File: src/rtl/mdc_coin_acceptor.sv
// Coin front-end: synchronises and debounces the slot sensor, classifies coins by pulse length.
// Optional MDC_COIN_COUNT_EN builds saturating audit counters for accepted coins.
module mdc_coin_acceptor #(
   parameter int unsigned DB_CYC  = 4,
   parameter int unsigned CNT_W   = 8,
   parameter int unsigned T5_MIN  = 10,
   parameter int unsigned T5_MAX  = 20,
   parameter int unsigned T10_MIN = 30,
   parameter int unsigned T10_MAX = 50
) (
   input  logic       clk,
   input  logic       rst,
   input  logic       coin_in,
   input  logic       ack,
   output logic       hm,
   output logic       tm,
   output logic       rej,
   output logic       jam,
   output logic [7:0] coin_cnt5,
   output logic [7:0] coin_cnt10
);

   localparam int unsigned DB_W = $clog2(DB_CYC + 1);
   localparam logic [CNT_W-1:0] LEN_MAX = '1;

   typedef enum logic [1:0] {IDLE, MEASURE, CLASSIFY, JAM} state_t;

   state_t           state, state_n;
   logic [1:0]       sync;
   logic             coin_db;
   logic [DB_W-1:0]  db_cnt;
   logic [CNT_W-1:0] len, len_n;
   logic             hm_n, tm_n, rej_n, jam_n;
   logic             is5, is10, valid;

   // Input path: 2-flop synchroniser feeding a stable-count debouncer
   always_ff @(posedge clk or posedge rst) begin
      if (rst) begin
         sync    <= '0;
         coin_db <= 1'b0;
         db_cnt  <= '0;
      end else begin
         sync <= {sync[0], coin_in};
         if (sync[1] != coin_db) begin
            if (db_cnt == DB_W'(DB_CYC - 1)) begin
               coin_db <= sync[1];
               db_cnt  <= '0;
            end else begin
               db_cnt <= db_cnt + DB_W'(1);
            end
         end else begin
            db_cnt <= '0;
         end
      end
   end

   assign is5   = (len >= CNT_W'(T5_MIN))  && (len <= CNT_W'(T5_MAX));
   assign is10  = (len >= CNT_W'(T10_MIN)) && (len <= CNT_W'(T10_MAX));
   assign valid = is5 | is10;

   always_ff @(posedge clk or posedge rst) begin
      if (rst) begin
         state <= IDLE;
         len   <= '0;
         hm    <= 1'b0;
         tm    <= 1'b0;
         rej   <= 1'b0;
         jam   <= 1'b0;
      end else begin
         state <= state_n;
         len   <= len_n;
         hm    <= hm_n;
         tm    <= tm_n;
         rej   <= rej_n;
         jam   <= jam_n;
      end
   end

   // Next state, length measurement and the single-slot pending coin
   always_comb begin
      state_n = state;
      len_n   = len;
      hm_n    = hm;
      tm_n    = tm;
      rej_n   = 1'b0;
      if (hm && ack) hm_n = 1'b0;
      case (state)
         IDLE: begin
            if (coin_db) begin
               len_n   = CNT_W'(1);
               state_n = MEASURE;
            end
         end
         MEASURE: begin
            if (!coin_db) begin
               state_n = CLASSIFY;
            end else begin
               len_n = len + CNT_W'(1);
               if (len == LEN_MAX - CNT_W'(1)) state_n = JAM;
            end
         end
         CLASSIFY: begin
            state_n = IDLE;
            if (valid && (!hm || ack)) begin
               hm_n = 1'b1;
               tm_n = is10;
            end else begin
               rej_n = 1'b1;
            end
         end
         JAM: begin
            if (!coin_db) begin
               rej_n   = 1'b1;
               state_n = IDLE;
            end
         end
         default: state_n = IDLE;
      endcase
      jam_n = (state_n == JAM);
   end

`ifdef MDC_COIN_COUNT_EN
   logic load_c;
   assign load_c = (state == CLASSIFY) && valid && (!hm || ack);

   // Audit counters saturate rather than wrap
   always_ff @(posedge clk or posedge rst) begin
      if (rst) begin
         coin_cnt5  <= '0;
         coin_cnt10 <= '0;
      end else if (load_c) begin
         if (is10) begin
            if (coin_cnt10 != 8'hFF) coin_cnt10 <= coin_cnt10 + 8'd1;
         end else begin
            if (coin_cnt5 != 8'hFF) coin_cnt5 <= coin_cnt5 + 8'd1;
         end
      end
   end
`else
   assign coin_cnt5  = '0;
   assign coin_cnt10 = '0;
`endif

endmodule
File: config.mk
export PLATFORM = sky130hd
export DESIGN_NAME = mdc_coin_acceptor
export DESIGN_NICKNAME = d
export VERILOG_FILES = /design/src/rtl/mdc_coin_acceptor.sv
export SDC_FILE = /design/constraint.sdc
export NUM_CORES = 1
export LEC_CHECK = 0
export BUFFER_PORTS_ARGS = -buffer_cell sky130_fd_sc_hd__buf_2
export CAP_MARGIN = 0
export CORE_UTILIZATION = 47
export CTS_CLUSTER_SIZE = 12
export DETAILED_ROUTE_END_ITERATION = 12
export HOLD_SLACK_MARGIN = 0.03
export MAX_ROUTING_LAYER = met4
export PLACE_DENSITY = 0.73
export SYNTH_ARGS = -nofsm -noshare
export SYNTH_HDL_FRONTEND = slang
export SYNTH_SLANG_ARGS = --single-unit
export TNS_END_PERCENT = 5
File: constraint.sdc
create_clock -name clk -period 1.85 [get_ports clk]
set_clock_uncertainty 0.2 [all_clocks]
set_input_delay 0.0925 -clock clk [delete_from_list [all_inputs] [get_ports clk]]
set_output_delay 0.0925 -clock clk [all_outputs]
set_load 0.05 [all_outputs]
==> flow_summary.ini <==
[synthesis]
ys_ff_latch = 20
yosysMostFrequentCell = dfrtp_1
ys_warn_count = 0
synth_flop_cell = dfrtp_1
synth_area_leader_cell = dfrtp_1
synth_seq_area_share = 0.459
yosysTopAreaCellShare = 0.459
synth_area_mm2 = 0.00109
synth_cell_types = 32
avgSynthCellArea_um2 = 9.73
yosys-top-cells-area = dfrtp_1 (46%), buf_4 (11%), o21ai_0 (4.6%)
synth-edff-count = 0
synth_common_cells = dfrtp_1 (20), buf_4 (16), nand2_1 (12)
synth-async-reset-ratio = 1.00
netlist_instances = 112

[pwr]
ir_drop_mv = 0.495
leakage_uw = 0.000590
power_density_mw_per_mm2 = 1320

[place]
place_congestion = 0.906
io_buffer_count = 7
post-place-cells = 149
hpwlAfterDp_um = 1230

[global_routing]
grt_antenna_before_repair = 0
grt_overflow = 0
grt_pass1_vias = 669
grt_pass1_wl_um = 2950
track_usage = 0.158
grt_max_degree = 21

[critical_path]
critical_path.slowest_cell = dfrtp_1
crit_required_ns = 1.85
crit_fanout = 6
max_stage_delay_ns = 0.45
crit_chain = ha_1 > or3_1 > a32oi_1 > nor3b_2 > o21ai_0
end_kind = register
cp-start-kind = register
cp_num_buf_inv = 0
critPathKind = reg2reg
arrival_ns = 1.78
cp_top_family = simple AND/OR/NAND/NOR gates

[sta]
clock.fmax_ghz = 0.559
slew_headroom = 0.498
setup_viol = 0
finalSetupTns_ns = 0
finalCritPeriodShare = 0.967
min_period_ns = 1.79
worst-slew-pin-transition_ns = 0.752
maxSlewViolCount = 0
finalHoldViolCount = 0
rsz0062_at_grt = true

[cts]
cts.clk_slew.worst_paths_ns = 0.11
cts_buffer_depth = 2
cts_sinks = 20
htreeDepth = 1
cts_resized = 0
numCtsBuffers = 3
insertion_delay_ns = 0.30
cts_tree = built
post_cts_buffers = 0
cts_root_buf = clkbuf_4

[routing]
vias = 794
wl_um = 1690
vias_per_cell = 5.09
detail-route-antenna-nets = 0
wire_per_inst_um = 10.8
drt_iter0_drc = 17
drt_first_pass_iters = 4
drc = 0

[floorplan]
io_pins = 24
fp.dieH_um = 50.2
rows = 17
core_area_mm2 = 0.00219
die_width_um = 50.2
start_util = 0.497
dieArea_mm2 = 0.00252

[hold_path]
hp-class = reg2reg

[run_status]
run_status = finished clean

[final_layout]
stdcell_count = 156
drive_above_1_share = 0.141
area_delta_synth_final_pct = 10.2
antenna_cells = 0
finalNetCount = 136

[job]
drv_cap = 0
==> repair_timing <==
item                       4_1_cts  5_1_grt
hold endpoints to repair        22        0
setup endpoints to repair        0        2
hold buffers                     3        0
==> final timing paths <==
path                                          from  slack, ns                   to  cells past startpoint
max in group asynchronous                      rst       0.73   len[5]$_DFFE_PP0P_                      3
worst max-delay path            len[1]$_DFFE_PP0P_       0.06         hm$_DFF_PP0_                      5
worst min register to register   sync[0]$_DFF_PP0_       0.17    sync[1]$_DFF_PP0_                      0
worst max register to register  len[1]$_DFFE_PP0P_       0.06         hm$_DFF_PP0_                      5
min in group asynchronous                      rst       0.25  db_cnt[2]$_DFF_PP0_                      3
worst min-delay path             sync[0]$_DFF_PP0_       0.17    sync[1]$_DFF_PP0_                      0
==> kinds of logic after synthesis <==
| kind of cell | synth area share |
|---|---|
| DFF | 0.459 |
| muxes | 0.0287 |
| other | 0.00344 |
| AOI/OAI and AO/OA | 0.149 |
| xor gates and xnor gates | 0.00804 |
| and+or+nand+nor | 0.183 |
| adders and majority gates | 0.0344 |
| buffers and inverters | 0.134 |
==> area by class of cell <==
type	instances	area [um2]
clock buffers	3	22.5
clock inverters	1	30.0
fillers	199	990
inverters	3	11.3
multi-input cells	86	499
flip-flops and latches	20	500
well taps	28	35.0
repair buffers	15	103
==> worst reg2reg max path: stages, from the launching register on <==
cell,delay (ns)
dfrtp_1,0.45
ha_1,0.21
or3_1,0.31
a32oi_1,0.18
nor3b_2,0.22
o21ai_0,0.11
==> registers in the layout, summed over array words and instances, names as in the netlist <==
register,count
len,8
jam,1
rej,1
hm,1
coin_db,1
db_cnt,3
sync,2
state,2
tm,1
==> cell usage in the layout, fill, tap and decap left out, types with 2 or more instances in the layout <==
master / n
nand3_1: 4
nor3_1: 4
o31ai_1: 3
buf_2: 7
buf_4: 5
a21boi_0: 2
a21o_1: 2
dfrtp_1: 20
nand2_1: 12
mux2i_1: 2
dlygate4sd3_1: 3
clkbuf_4: 3
o21ai_0: 10
nor2_1: 7
nor2b_1: 2
inv_1: 3
ha_1: 3
nor3b_1: 3
nand2b_1: 3
conb_1: 16
==> routing by layer <==
metal,share of wire,vias up,global-route usage
met1,0.50,385,0.219
li1,-,387,-
met4,0.011,0,0.0762
met5,0,-,-
met2,0.46,20,0.229
met3,0.031,2,0.0182
==> per-stage QoR <==
| step | setup WS [ns] | power, uW | instance area, um2 | hold WS (ns) | utilization |
|---|---|---|---|---|---|
| finish | 0.0611 | 1590 | 1200 | 0.165 | 0.548 |
| global route | -0.0174 | 1700 | 1200 | 0.184 | 0.548 |
| CTS | 0.0532 | 1590 | 1200 | 0.169 | 0.548 |
| detailed placement | 0.0640 | 1230 | 1120 | 0.00610 | 0.511 |
| global placement | 0.129 | 1210 | 1120 | 0.00480 | 0.511 |
| floorplan | 0.141 | 1110 | 1150 | -0.144 | - |
==> power breakdown <==
part | internal [uW] | switching, uW | total, uW
combinational | 241 | 348 | 588
sequential | 530 | 113 | 643
clock | 219 | 137 | 356
No activity file was read; power rests on OpenSTA's default activity.
